File: config.mk
export PLATFORM = sky130hd
export DESIGN_NAME = pc_fetch
export DESIGN_NICKNAME = d
export VERILOG_FILES = /design/src/rtl/pc_fetch.sv
export SDC_FILE = /design/constraint.sdc
export NUM_CORES = 1
export LEC_CHECK = 0
export CORE_MARGIN = 5
export CORE_UTILIZATION = 44
export CTS_CLUSTER_DIAMETER = 60
export DETAILED_ROUTE_END_ITERATION = 10
export PLACE_DENSITY = 0.8
export SLEW_MARGIN = 20
export SYNTH_ARGS = -nofsm -noshare
export SYNTH_HDL_FRONTEND = slang
export SYNTH_SLANG_ARGS = --single-unit
File: constraint.sdc
create_clock -name clock -period 2.85 [get_ports clock]
set_clock_uncertainty 0.05 [all_clocks]
set_input_delay 0.7125 -clock clock [delete_from_list [all_inputs] [get_ports clock]]
set_output_delay 0.7125 -clock clock [all_outputs]
set_load 0.02 [all_outputs]
File: src/rtl/pc_fetch.sv
// ---------------------------------------------------------------------------
// pc_fetch
//
// Purpose:
//   Instruction fetch stage with a one-entry output buffer. It holds a
//   word-addressed program counter, requests instructions from instruction
//   memory, buffers each returned word together with its address, and hands
//   it to a consumer that can stall. Jumps and taken branches redirect the
//   PC and flush the buffer. Every instruction the consumer accepts is
//   counted in fetch_count.
//
// Ports:
//   clock          in   single clock, all state changes on rising edge
//   reset          in   synchronous active-high reset
//   stall          in   consumer is not accepting the buffered instruction
//   branch_taken   in   redirect request to branch_target
//   branch_target  in   [31:0] word address of branch destination
//   jump           in   redirect request to jump_target (beats branch)
//   jump_target    in   [31:0] word address of jump destination
//   imem_ready     in   imem_data is valid for imem_addr this cycle
//   imem_data      in   [31:0] instruction word from memory
//   imem_req       out  fetch request to instruction memory (combinational)
//   imem_addr      out  [31:0] word address being fetched, always the PC
//   instr_valid    out  instr / instr_pc hold a valid instruction
//   instr          out  [31:0] buffered instruction word
//   instr_pc       out  [31:0] word address of the buffered instruction
//   fetch_count    out  [31:0] instructions accepted since reset (wraps)
// ---------------------------------------------------------------------------
module pc_fetch #(
    parameter logic [31:0] RESET_PC = 32'h0000_0000
) (
    input  logic        clock,
    input  logic        reset,
    input  logic        stall,
    input  logic        branch_taken,
    input  logic [31:0] branch_target,
    input  logic        jump,
    input  logic [31:0] jump_target,
    input  logic        imem_ready,
    input  logic [31:0] imem_data,
    output logic        imem_req,
    output logic [31:0] imem_addr,
    output logic        instr_valid,
    output logic [31:0] instr,
    output logic [31:0] instr_pc,
    output logic [31:0] fetch_count
);

    // FETCH: buffer free or draining. HOLD: buffer full and consumer stalled.
    typedef enum logic {
        FETCH = 1'b0,
        HOLD  = 1'b1
    } state_t;

    state_t      state;
    state_t      state_nxt;
    logic [31:0] pc;
    logic [31:0] pc_nxt;
    logic        valid_nxt;
    logic [31:0] instr_nxt;
    logic [31:0] instr_pc_nxt;
    logic [31:0] count_nxt;
    logic        req;

    logic        redirect;
    logic [31:0] target;
    logic        accept;

    // Jump has priority over a taken branch when both arrive together.
    assign redirect  = jump | branch_taken;
    assign target    = jump ? jump_target : branch_target;
    assign accept    = instr_valid & ~stall;
    assign imem_addr = pc;
    assign imem_req  = req;

    // State register. Reset wins over every other input and drops any
    // buffered instruction without counting it.
    always_ff @(posedge clock) begin
        if (reset) begin
            state       <= FETCH;
            pc          <= RESET_PC;
            instr_valid <= 1'b0;
            instr       <= 32'h0;
            instr_pc    <= 32'h0;
            fetch_count <= 32'h0;
        end else begin
            state       <= state_nxt;
            pc          <= pc_nxt;
            instr_valid <= valid_nxt;
            instr       <= instr_nxt;
            instr_pc    <= instr_pc_nxt;
            fetch_count <= count_nxt;
        end
    end

    // Next-state and request logic. Everything holds by default; the
    // accept counter is independent of the FSM, so an instruction taken in
    // the same cycle as a redirect is still counted.
    always_comb begin
        state_nxt    = state;
        pc_nxt       = pc;
        valid_nxt    = instr_valid;
        instr_nxt    = instr;
        instr_pc_nxt = instr_pc;
        count_nxt    = accept ? fetch_count + 32'd1 : fetch_count;
        req          = 1'b0;

        case (state)
            FETCH: begin
                // A new word may land only if the buffer is empty or being
                // drained this very cycle, which gives back-to-back delivery.
                req = ~redirect & (~instr_valid | ~stall);
                if (redirect) begin
                    pc_nxt    = target;
                    valid_nxt = 1'b0;
                end else if (req && imem_ready) begin
                    instr_nxt    = imem_data;
                    instr_pc_nxt = pc;
                    pc_nxt       = pc + 32'd1;
                    valid_nxt    = 1'b1;
                end else if (accept) begin
                    valid_nxt = 1'b0;
                end else if (instr_valid && stall) begin
                    state_nxt = HOLD;
                end
            end
            HOLD: begin
                // No fetching while held; leaving HOLD costs one idle
                // request cycle before fetching resumes.
                if (redirect) begin
                    pc_nxt    = target;
                    valid_nxt = 1'b0;
                    state_nxt = FETCH;
                end else if (!stall) begin
                    valid_nxt = 1'b0;
                    state_nxt = FETCH;
                end
            end
            default: begin
                state_nxt = FETCH;
            end
        endcase
    end

endmodule

==> implementation parameters <==
Parameter                              Value

Clock tree
  TritonCTS clock tree    done
  Clock tree buffer depth    2
  Post-CTS Setup Inserts    0
  CTS clock-pin slew for the worst setup and hold paths    0.05 ns
  CTS Buf Count    17
  Post-CTS sizing    3
  H-tree depth    4
  Clock root buffer    sky130_fd_sc_hd__clkbuf_16
  Worst-skew pair later-pin latency    0.41 ns
  Total number of clock tree sinks    130
  Post-cts hold buffer count    0

Layout
  FILL cells    1,145
  Post-route cell area    9400 um^2
  Most common cell after layout, fill and taps aside    sky130_fd_sc_hd__clkdlybuf4s50_1
  Proportion of layout cells with a drive suffix above 1    approximately 9.0%
  Commonest non-fill, non-tap cells in the layout    sky130_fd_sc_hd__clkdlybuf4s50_1, sky130_fd_sc_hd__nand2_1, sky130_fd_sc_hd__dfxtp_1
  Layout Nets    1,102
  Final antenna diode count    0
  Layout overhead on the synthesized area    54.0%
  Non-filler cells in the finished layout    roughly 1,200

Min path
  Worst Hold Launch    instr_pc[0]$_SDFFE_PP0P_
  Capture endpoint of the worst hold path    instr_pc[0]$_SDFFE_PP0P_
  Path category of the worst min-delay check    flop to flop
  Worst Hold Path Cells    2

Global routing
  Number of antenna violations at the first check in global routing    0
  Global-route wire length before repair    approximately 33,000 um
  Via count of the first global-routing pass    between 6,000 and 7,000
  Leftover overflow at the end of global routing    0
  Overall track demand over capacity in global routing    24.9%
  Maximum number of pins on one net before global-route repair    126

Critical path
  Critical path start-end classification    input pin to output pin
  Delay of the slowest cell on the worst path    0.45 ns
  Largest delay contributor family on the critical path    buffers and inverters
  Cell type of the slowest stage on the worst timing path    sky130_fd_sc_hd__clkdlybuf4s50_1
  CP arrival    2.02 ns
  Launching element type of the critical path    input pin
  Ordered list of cells on the worst path    clkdlybuf4s50_1 > or3_1 > a21oi_1 > clkdlybuf4s15_2
  CP Data Required Time    2.09 ns
  Endpoint of the worst-slack reg-to-reg timing path    imem_addr[23]$_SDFFE_PP0P_
  Count of buffering cells on the critical path with inverters included    2
  Maximum fanout along the worst path    2
  R2R cell count    5
  Source of the worst register-to-register timing path    imem_addr[7]$_SDFFE_PP0P_
  Crit. End Element    output pin
  Setup slack, reg-to-reg    0.65 ns

Routing
  WL/cell    approximately 18 um
  First-pass iteration count of the detailed router    5
  DRC errors left    0
  Vias    6,607
  Wire length after detailed routing    between 20,000 and 25,000 um
  Routed Antenna Nets    0
  DRT iter0 DRCs    roughly 710
  Avg Vias per Cell    5.55

Synth
  Net count after synthesis    871
  Combined area of all synthesized cells    6100 um^2
  Sequential share of the synthesized area    42.6%
  FF+latch count, synth    130
  Mean cell area of the mapped netlist    7.96 um^2
  Fraction of synthesis flops using an asynchronous set or reset pin    0%
  Synthesis warning total    0
  Count of flip-flops with a built-in enable after synthesis    0
  Post-Syn Instances    between 700 and 800
  Cell type contributing the most total cell area after synthesis    sky130_fd_sc_hd__dfxtp_1
  Main area contributors after synthesis    sky130_fd_sc_hd__dfxtp_1, sky130_fd_sc_hd__nand2_1, sky130_fd_sc_hd__a21oi_1
  Primary FF master, synth    sky130_fd_sc_hd__dfxtp_1
  Cell variety after synth    64
  Yosys top cell area share    42.6%

Timing
  Worst-Margin Slew    0.665 ns
  Final number of max-transition violations    0
  Final setup viols    0
  Unrepaired setup endpoints after global routing    false
  Final Hold Viols    0
  Period Utilization, post-route    between 90 and 100%
  Final critical-path required period    2.78 ns
  Worst slew slack as a fraction of its limit    55.3%
  F_max    around 360 MHz

Pwr
  Worst voltage drop across the vdd grid    approximately 0.45 mV
  Overall power of the completed layout    about 5 mW
  Leak Pwr    roughly 3.2 nW
  Cell area power density    543 nW/um^2

Floorplanning
  Row Count    43
  Starting Density    44.5%
  Core Footprint    13,700 um^2
  Height of the die    128 um
  Chip Width    about 130 um
  Die area    between 15,000 and 20,000 um^2
  Number of placed I/O pins    232

Place
  Area after detailed placement    between 8000 and 9000 um^2
  Post-DP HPWL    about 15,000 um
  Placed cell count    1,159
  Final weighted congestion in routability-driven placement    0.924
  Port Buf Inserts    approximately 230

Flow run
  Number of max-capacitance violations reported    0

Outcome
  Outcome    finished clean
==> metrics by stage <==
step	hold slack, ns	setup WS (ns)	setup TNS, ns	utilization [%]
floorplan	0.480	0.0813	0	-
global placement	0.391	-0.276	-0.276	63.6
detailed placement	0.397	-0.305	-0.305	63.6
CTS	0.403	0.0397	0	68.5
global route	0.420	0.00809	0	68.5
finish	0.400	0.0674	0	68.5
==> registers in the layout (all words and copies together) (netlist names) <==
signal       flops
fetch_count     32
imem_addr       32
instr           32
instr_pc        32
instr_valid      1
state            1
==> routing by layer <==
| layer | global-route usage [%] | share of wire (%) | up-vias | routed length [um] |
|---|---|---|---|---|
| li1 | - | - | 3178 | - |
| met1 | 30.9 | 40 | 3048 | 8410 |
| met2 | 40.0 | 48 | 330 | 9930 |
| met3 | 8.00 | 9.3 | 51 | 1950 |
| met4 | 9.74 | 2.8 | 0 | 591 |
| met5 | 0 | 0 | - | 0 |
==> synth_stat cells (15+ instances only) <==
library cell and n:
sky130_fd_sc_hd__a21oi_1 96, sky130_fd_sc_hd__clkbuf_1 30, sky130_fd_sc_hd__dfxtp_1 130, sky130_fd_sc_hd__mux2i_1 17
sky130_fd_sc_hd__nand2_1 162, sky130_fd_sc_hd__nand3_1 21, sky130_fd_sc_hd__nand4_1 20, sky130_fd_sc_hd__nor2_1 61
sky130_fd_sc_hd__nor3_1 15, sky130_fd_sc_hd__nor4_1 21, sky130_fd_sc_hd__o21ai_0 21, sky130_fd_sc_hd__o22ai_1 16
sky130_fd_sc_hd__xnor2_1 21
==> worst min-delay path: cells and delay by family (launching register included) <==
kind / cells / cell delay (ns)
flip-flops: 1 / 0.30
AND/OR/NAND/NOR: 1 / 0.05
AO/OA/AOI/OAI: 1 / 0.05
==> worst max-delay path by stage <==
stage | endpoint | slack (ns) | cells past startpoint | from
finish | imem_req | 0.07 | 4 | jump
floorplan | imem_req | 0.08 | 5 | jump
CTS | imem_req | 0.04 | 4 | jump
detailed placement | imem_req | -0.30 | 4 | jump
global placement | imem_req | -0.28 | 4 | jump
global route | imem_req | 0.008 | 4 | jump
==> cells by family (layout without fill, tap and decap cells) <==
family / Yosys count / in the layout / synth area share (%)
compound gates: 167 / 167 / 16.0
xor+xnor: 32 / 32 / 4.59
fa+ha+maj: 2 / 2 / 0.410
buf+inv: 60 / 304 / 4.43
flops: 130 / 130 / 42.6
mux: 23 / 23 / 3.89
simple gates: 353 / 353 / 28.0
==> power breakdown <==
part           total (mW)  switching [mW]  internal [mW]
sequential           1.97          0.0924           1.88
clock                2.48           0.778           1.71
combinational       0.650           0.314          0.335
==> final cells by class <==
class                      instances  area [um^2]  share of cell area [%]
timing repair buffer             263         2610                    27.8
clock inverter                    10          203                    2.16
multi-input combinational        577         3250                    34.6
tap                              180          225                    2.39
inverter                           9         33.8                   0.359
sequential                       130         2600                    27.7
clock buffer                      22          474                    5.04
(Power assumes the default switching activity.)
